==> src/rtl/regfile_pkg.sv <==
// regfile_pkg: shared widths and build-time sizes for the register file
// write-back path. RV32E builds shrink the architectural register count.
package regfile_pkg;

    localparam int XLEN       = 32;
    localparam int REG_ADDR_W = 5;
`ifdef RV32E
    localparam int NREGS      = 16;
`else
    localparam int NREGS      = 32;
`endif
    localparam int TAG_DEPTH  = 4;

    typedef logic [REG_ADDR_W-1:0] reg_addr_t;

endpackage

==> src/rtl/wb_tag_fifo.sv <==
// wb_tag_fifo: in-order FIFO of outstanding load destination tags.
// Ports: clk, reset (sync, active-high); push/push_rd enqueue a tag;
// pop dequeues head_rd; full/empty flags; q_alu/q_rs1/q_rs2 are
// query addresses with parallel match outputs m_alu/m_rs1/m_rs2
// (true when any valid entry holds that nonzero address).
module wb_tag_fifo #(
    parameter int DEPTH = 4,
    parameter int AW    = 5
) (
    input  logic          clk,
    input  logic          reset,
    input  logic          push,
    input  logic [AW-1:0] push_rd,
    input  logic          pop,
    output logic [AW-1:0] head_rd,
    output logic          full,
    output logic          empty,
    input  logic [AW-1:0] q_alu,
    input  logic [AW-1:0] q_rs1,
    input  logic [AW-1:0] q_rs2,
    output logic          m_alu,
    output logic          m_rs1,
    output logic          m_rs2
);

    // DEPTH is a power of two (>= 2) so pointers wrap naturally.
    localparam int PW = $clog2(DEPTH);
    localparam int CW = $clog2(DEPTH + 1);

    logic [AW-1:0]    tags [DEPTH];
    logic [DEPTH-1:0] vld;
    logic [PW-1:0]    wptr;
    logic [PW-1:0]    rptr;
    logic [CW-1:0]    count;

    // Pop clears before push sets, so a push into the slot being
    // vacated on a full FIFO keeps that slot valid.
    always_ff @(posedge clk) begin
        if (reset) begin
            vld   <= '0;
            wptr  <= '0;
            rptr  <= '0;
            count <= '0;
        end else begin
            if (pop) begin
                vld[rptr] <= 1'b0;
                rptr      <= rptr + 1'b1;
            end
            if (push) begin
                vld[wptr]  <= 1'b1;
                tags[wptr] <= push_rd;
                wptr       <= wptr + 1'b1;
            end
            if (push && !pop) begin
                count <= count + 1'b1;
            end else if (pop && !push) begin
                count <= count - 1'b1;
            end
        end
    end

    assign head_rd = tags[rptr];
    assign full    = (count == CW'(DEPTH));
    assign empty   = (count == '0);

    function automatic logic hit(input logic [AW-1:0] r);
        logic h;
        h = 1'b0;
        for (int i = 0; i < DEPTH; i++) begin
            if (vld[i] && (tags[i] == r)) begin
                h = 1'b1;
            end
        end
        return h && (r != '0);
    endfunction

    assign m_alu = hit(q_alu);
    assign m_rs1 = hit(q_rs1);
    assign m_rs2 = hit(q_rs2);

endmodule

==> src/rtl/regfile_writeback.sv <==
// regfile_writeback: merges ALU results and in-order load returns onto
// the single registered register-file write port, and flags busy decode
// sources. Ports: clk, reset (sync, active-high); alu_valid/rd/data with
// alu_ready; load_issue_valid/rd with load_issue_ready; load_done_valid
// /data (no back-pressure); rs1/rs2 -> busy1/busy2; registered write
// port regWrite/writeRegister/writeData; sticky proto_err.
module regfile_writeback #(
    parameter int XLEN      = regfile_pkg::XLEN,
    parameter int NREGS     = regfile_pkg::NREGS,
    parameter int TAG_DEPTH = regfile_pkg::TAG_DEPTH
) (
    input  logic            clk,
    input  logic            reset,
    input  logic            alu_valid,
    input  logic [4:0]      alu_rd,
    input  logic [XLEN-1:0] alu_data,
    output logic            alu_ready,
    input  logic            load_issue_valid,
    input  logic [4:0]      load_issue_rd,
    output logic            load_issue_ready,
    input  logic            load_done_valid,
    input  logic [XLEN-1:0] load_done_data,
    input  logic [4:0]      rs1,
    input  logic [4:0]      rs2,
    output logic            busy1,
    output logic            busy2,
    output logic            regWrite,
    output logic [4:0]      writeRegister,
    output logic [XLEN-1:0] writeData,
    output logic            proto_err
);

    import regfile_pkg::*;

    reg_addr_t head_rd;
    logic      full;
    logic      empty;
    logic      m_alu;
    logic      m_rs1;
    logic      m_rs2;
    logic      push;
    logic      pop;
    logic      alu_acc;

    // x0 and registers beyond NREGS never get written.
    function automatic logic wr_ok(input reg_addr_t rd);
        return (rd != '0) && (32'(rd) < 32'(NREGS));
    endfunction

    assign pop              = load_done_valid && !empty;
    assign load_issue_ready = !full || load_done_valid;
    assign push             = load_issue_valid && load_issue_ready;

    // Load returns own the port; an ALU write to a register with a
    // load still outstanding would be overwritten out of order.
    assign alu_ready = !load_done_valid && !m_alu;
    assign alu_acc   = alu_valid && alu_ready;

    wb_tag_fifo #(
        .DEPTH (TAG_DEPTH),
        .AW    (REG_ADDR_W)
    ) u_tags (
        .clk     (clk),
        .reset   (reset),
        .push    (push),
        .push_rd (load_issue_rd),
        .pop     (pop),
        .head_rd (head_rd),
        .full    (full),
        .empty   (empty),
        .q_alu   (alu_rd),
        .q_rs1   (rs1),
        .q_rs2   (rs2),
        .m_alu   (m_alu),
        .m_rs1   (m_rs1),
        .m_rs2   (m_rs2)
    );

    always_ff @(posedge clk) begin
        if (reset) begin
            regWrite      <= 1'b0;
            writeRegister <= '0;
            writeData     <= '0;
            proto_err     <= 1'b0;
        end else begin
            regWrite <= 1'b0;
            if (pop) begin
                if (wr_ok(head_rd)) begin
                    regWrite      <= 1'b1;
                    writeRegister <= head_rd;
                    writeData     <= load_done_data;
                end
            end else if (alu_acc && wr_ok(alu_rd)) begin
                regWrite      <= 1'b1;
                writeRegister <= alu_rd;
                writeData     <= alu_data;
            end
            if (load_done_valid && empty) begin
                proto_err <= 1'b1;
            end
        end
    end

    // The write-port term covers the cycle the registered write is in
    // flight and not yet readable from the register file.
    assign busy1 = (rs1 != '0) &&
                   (m_rs1 || (regWrite && (writeRegister == rs1)));
    assign busy2 = (rs2 != '0) &&
                   (m_rs2 || (regWrite && (writeRegister == rs2)));

endmodule

==> config.mk <==
export PLATFORM = sky130hd
export DESIGN_NAME = regfile_writeback
export DESIGN_NICKNAME = d
export VERILOG_FILES = /design/src/rtl/regfile_pkg.sv /design/src/rtl/wb_tag_fifo.sv /design/src/rtl/regfile_writeback.sv
export SDC_FILE = /design/constraint.sdc
export NUM_CORES = 1
export LEC_CHECK = 0
export ABC_AREA = 0
export CORE_MARGIN = 2
export CORE_UTILIZATION = 30
export CTS_BUF_LIST = sky130_fd_sc_hd__clkbuf_8
export CTS_CLUSTER_DIAMETER = 80
export DETAILED_ROUTE_END_ITERATION = 6
export GPL_ROUTABILITY_DRIVEN = 0
export PLACE_DENSITY = 0.62
export SLEW_MARGIN = 10
export SYNTH_ARGS = -nofsm -noshare
export SYNTH_HDL_FRONTEND = slang
export SYNTH_HIERARCHICAL = 1
export SYNTH_SLANG_ARGS = --single-unit
==> constraint.sdc <==
create_clock -name clk -period 3.5 [get_ports clk]
set_clock_uncertainty 0.05 [all_clocks]
set_input_delay 0.525 -clock clk [delete_from_list [all_inputs] [get_ports clk]]
set_output_delay 0.525 -clock clk [all_outputs]
set_load 0.02 [all_outputs]
==> results of run 1 <==
==> logic make-up after synthesis <==
kind of cell	count (synthesis)
DFF	72
and+or+nand+nor	174
AOI/OAI and AO/OA	56
buffers and inverters	49
muxes	45
adders and majority gates	10
xor gates and xnor gates	72
==> repair_timing <==
item | 4_1_cts | 5_1_grt
resized for setup | 2 | 3
setup endpoints to repair | 2 | 2
setup buffers | 0 | 0
==> flip-flops by register name, summed over array words and instances (netlist names), named ones only <==
signal and count:
u_tags/vld 4, proto_err 1, u_tags/wptr 2, u_tags/count 3, u_tags/rptr 2, regWrite 1, writeData 32, u_tags/tags 20
writeRegister 5
==> through the flow <==
step	hold slack, ns	cell area, sq um	setup WS, ns
4_1_cts	0.4666	6143	0.002438
3_3_place_gp	0.4082	5972	0.09726
5_1_grt	0.4755	6155	0.03750
2_1_floorplan	0.4163	4543	0.8349
6_report	0.4521	6155	0.1601
3_5_place_dp	0.4473	5972	-0.01054
==> area by class of cell <==
type | count | area, sq um
clock buffers | 10 | 137.6
clock inverters | 6 | 36.28
fillers | 1455 | 8489
inverters | 12 | 45.04
multi-input cells | 357 | 2623
flip-flops and latches | 72 | 1642
well taps | 184 | 230.2
repair buffers | 147 | 1441
==> power by group through the flow <==
stage          sequential [uW]  clock (uW)  combinational [uW]
2_1_floorplan             1290           0                 922
3_3_place_gp              1190           0                1540
3_5_place_dp              1200           0                1570
4_1_cts                   1190         622                1570
5_1_grt                   1210         661                1690
6_report                  1180         590                1550
==> layer usage <==
| metal | wire length [um] | track usage (%) |
|---|---|---|
| met1 | 5570 | 19.38 |
| met2 | 6060 | 26.47 |
| met3 | 635 | 3.183 |
| met5 | 0 | 0 |
| met4 | 241 | 5.171 |
==> synthesized netlist by cell type <==
library cell,n
xnor2_1,16
mux2_4,30
buf_6,12
buf_1,3
nand4_1,3
nor2b_1,38
a21oi_1,44
edfxtp_1,20
buf_4,1
o21a_1,3
o21ai_2,1
nor2_1,11
nand3_1,12
ha_1,9
a31o_2,4
o2111ai_1,2
nand2b_1,2
mux4_2,5
clkbuf_2,1
o21ai_0,1
inv_1,12
clkbuf_1,15
o211ai_2,1
nor3b_1,1
fa_1,1
or3_1,1
dfxtp_1,52
nand2_4,1
mux2_2,7
and2_1,5
buf_2,5
xor2_1,56
nor3_1,3
mux2i_1,3
nor4_1,14
or4_1,5
nand2_1,78
==> path summary, 6_finish.rpt <==
path	cells past startpoint	to	slack [ns]	start
worst max-delay path	9	alu_ready	0.16	alu_rd[2]
worst min-delay path	2	proto_err$_SDFFE_PP0P_	0.45	proto_err$_SDFFE_PP0P_
worst max register to register	6	writeData[4]$_SDFFE_PP0P_	0.86	flop
worst min register to register	2	proto_err$_SDFFE_PP0P_	0.45	proto_err$_SDFFE_PP0P_
==> critical path: stages <==
cell and delay [ns]:
clkdlybuf4s50_1 0.58, buf_4 0.23, xor2_1 0.13, nor4_1 0.32, nand3_1 0.11, nand4_1 0.10, o21a_1 0.13, nor2_1 0.07
clkdlybuf4s50_1 0.55
==> metrics.txt, run 1 <==
outcome=complete, no violations; RSZ-0062 raised after global routing=no; Synth Net Count=577; final core utilization=42.03%; Mapped Cells=478; clock share of power=17.7%; dominant cell type by area after synthesis=dfxtp_1; final setup vio count=0; post-route insts no fill=788; Inserted Diodes=0; Synth Area in Adders=2.919%; Tot GR Track Use=15.43%; Yosys warnings=6; Unique masters post-synth=37; cell count after placement=772; Peak Freq=299.4 MHz; portion of netlist area occupied by mux cells=14.79%; vias=3755; Comb power frac=46.7%; CP required=2.92 ns; 1st-iter DRT viols=181; Avg WL per Cell=15.87 um; antenna violation net count after detailed routing=0; Seq pwr share=35.6%; top cells by area, synth=dfxtp_1 23%, edfxtp_1 13%, xor2_1 11%, mux2_4 9.9%, nand2_1 6.4%; Max-Cap Viols=0; num rows=44; Num CTS Buffers=9; final WL=12510 um; combinational family with the most area after synthesis=simple AND/OR/NAND/NOR gates; total grt overflow=0; Nets=698; Leakage=0.002455 uW; simple logic cell fraction of the synthesized area=18.92%; Psw=1222 uW; fin crit share=95.42%; die height=127.1 um; vias in the first global route=3846; Avg Cell Area, Syn=9.504 sq um; largest net degree at the start of global routing=53; initial core utilization=31.02%; TNS Setup=0 ns; boundary pin count=132; complex-gate fraction of the synthesized area=7.078%; VDD IR max=296.1 uV; CTS Buffer Depth=2; Arr. time, crit path=2.76 ns; Worst Hold Class=flop to flop; Period minus WS final=3.340 ns; commonest non-fill, non-tap cell in the layout=clkdlybuf4s50_1; total power=3329 uW; Slew HR=65.39%; First-pass DRT Iterations=4; FF+latch count, synth=72; area of the core=14640 sq um; CP Capture Type=output port; most frequent cells in the layout=126 x clkdlybuf4s50_1, 78 x nand2_1, 56 x xor2_1; Int Pwr=2106 uW; Residual DRC=0; fraction of layout cells with a size suffix above 1=13.58%; root buffer cell=clkbuf_8; die area=16140 sq um; Mapped Area=4543 sq um; H-tree Lvls=3; CP startpoint kind=primary input; initial antenna violation count=0; endpoints failing hold=0; Synth Area in XOR/XNOR=13.88%; PD cells=540.8 nW/um^2; maximum fanout along the worst path=6; fin. max-slew vios=0; clock slew at reported path FFs=0.08 ns; Final HPWL DP=9295 um; share of the synthesized area in the top cell type=22.91%; later-pin clock latency in the skew report=0.34 ns; TritonCTS clock tree=yes; sw frac=36.72%; # hold bufs at CTS=0; Buffers on Ports=131; Setup CP Type=primary input to output port; number of clock sinks=72; DIE WIDTH=127.1 um; Area Overhead vs Synth=35.47%; first-pass GRT wire length=19640 um; Seq/Total Area, Yosys=36.13%; vias per cell=4.765; worst slew pin tran=0.5191 ns
(Power assumes the default switching activity.)
==> run 2, diff against run 1 <==
==> constraint.sdc (replaced) <==
create_clock -name clk -period 3.5 [get_ports clk]
set_clock_uncertainty 0.05 [all_clocks]
set_input_delay 0.7 -clock clk [delete_from_list [all_inputs] [get_ports clk]]
set_output_delay 0.7 -clock clk [all_outputs]
set_load 0.02 [all_outputs]
==> metrics.txt, run 2 (same netlist as run 1, synthesis figures left out) <==
final WL=12730 um; H-tree Lvls=3; Post-Route M1 WL=5726 um; endpoints failing hold=0; VDD IR max=272.1 uV; Setup CP Type=primary input to output port; Area Overhead vs Synth=38.42%; Worst Hold Class=flop to flop; CP required=2.75 ns; Final HPWL DP=9450 um; Num CTS Buffers=9; clock slew at reported path FFs=0.07 ns; later-pin clock latency in the skew report=0.34 ns; total grt overflow=0; boundary pin count=132; fin crit share=96.19%; PD cells=552.5 nW/um^2; root buffer cell=clkbuf_8; Avg WL per Cell=15.89 um; largest net degree at the start of global routing=53; area of the core=14640 sq um; Largest register FFs=32; Nets=711; CP startpoint kind=primary input; final setup vio count=0; CTS Buffer Depth=2; # hold bufs at CTS=0; wire length on met3=654 um; CP Capture Type=output port; metal2 WL=6018 um; first-pass GRT wire length=20420 um; max layer used=met4; initial antenna violation count=0; num rows=44; initial core utilization=31.02%; die area=16140 sq um; die height=127.1 um; 1st-iter DRT viols=122; commonest non-fill, non-tap cell in the layout=clkdlybuf4s50_1; Tot GR Track Use=16.03%; fin. max-slew vios=0; vias in the first global route=3973; Inserted Diodes=0; TritonCTS clock tree=yes; worst slew pin tran=0.5015 ns; final core utilization=42.94%; most frequent cells in the layout=121 x clkdlybuf4s50_1, 78 x nand2_1, 56 x xor2_1; Period minus WS final=3.367 ns; Leakage=0.002517 uW; Peak Freq=297.0 MHz; First-pass DRT Iterations=4; TNS Setup=0 ns; Filler cells=1404; biggest regs=writeData: 32 flops, u_tags/tags: 20 flops, writeRegister: 5 flops; Max-Cap Viols=0; vias=3813; setup bufs post-CTS=0; number of clock sinks=72; RSZ-0062 raised after global routing=no; DIE WIDTH=127.1 um; outcome=complete, no violations; Most flops, register=writeData; Arr. time, crit path=2.62 ns; fraction of layout cells with a size suffix above 1=15.72%; vias per cell=4.760; Slew HR=66.56%; Residual DRC=0; maximum fanout along the worst path=6; Buffers on Ports=131; antenna violation net count after detailed routing=0
[run 2: cell types whose count changed in the layout (fill, tap and decap cells not counted), sizes merged]
| cell | delta |
|---|---|
| clkdlybuf4s50 | -5 |
| buf | +13 |
| clkbuf | +1 |
| dlygate4sd2 | +3 |
| inv | -1 |
| bufinv | +2 |
[run 2: critical path, cell delays in order]
cell and delay, ns:
clkdlybuf4s50_1 0.42, buf_4 0.18, buf_4 0.14, xor2_1 0.14
nor4_2 0.30, nand3_1 0.11, nand4_1 0.09, o21a_1 0.13
nor2_1 0.06, dlygate4sd2_1 0.33
[run 2: path summary, 6_finish.rpt]
kind / slack, ns / startpoint / endpoint / cells after the start
worst max-delay path: 0.13 / alu_rd[2] / alu_ready / 10
worst min-delay path: 0.44 / proto_err$_SDFFE_PP0P_ / proto_err$_SDFFE_PP0P_ / 2
worst min register to register: 0.44 / proto_err$_SDFFE_PP0P_ / proto_err$_SDFFE_PP0P_ / 2
worst max register to register: 0.90 / flop / writeRegister[2]$_SDFFE_PP0P_ / 6
[run 2: metrics by stage]
step	hold WS, ns	setup slack [ns]	total power, uW	instance area [sq um]	instances
floorplan	0.4163	0.6599	2209	4543	478
global placement	0.4228	-0.2436	2741	6070	785
detailed placement	0.4111	-0.4076	2791	6070	785
CTS	0.4474	0.01376	3518	6280	801
global route	0.4847	0.02459	3706	6289	801
finish	0.4408	0.1333	3474	6289	801
[run 2: repair_timing]
item	in CTS	in global routing
endpoints found under the setup margin	3	3
resized for setup	9	7
pin swaps	0	1
hold endpoints to repair	0	0
[run 2: power by group]
part           switching [uW]  leakage (uW)  internal (uW)
combinational             759       0.00180            814
sequential                161      0.000609           1030
clock                     317      0.000106            395
total                    1240       0.00252           2240
[run 2: cell type report]
| class | count | area (sq um) | share of cell area [%] |
|---|---|---|---|
| inverter | 12 | 45.04 | 0.7163 |
| tap | 184 | 230.2 | 3.661 |
| clock buffer | 9 | 123.9 | 1.970 |
| timing repair buffer | 160 | 1525 | 24.25 |
| sequential | 72 | 1642 | 26.10 |
| multi-input combinational | 357 | 2635 | 41.90 |
| clock inverter | 7 | 87.58 | 1.393 |
[run 2: per-layer routing]
| layer | track usage (%) | vias to the layer above |
|---|---|---|
| li1 | - | 1869 |
| met1 | 20.66 | 1791 |
| met2 | 26.60 | 125 |
| met3 | 2.889 | 28 |
| met4 | 6.593 | 0 |
| met5 | 0 | - |
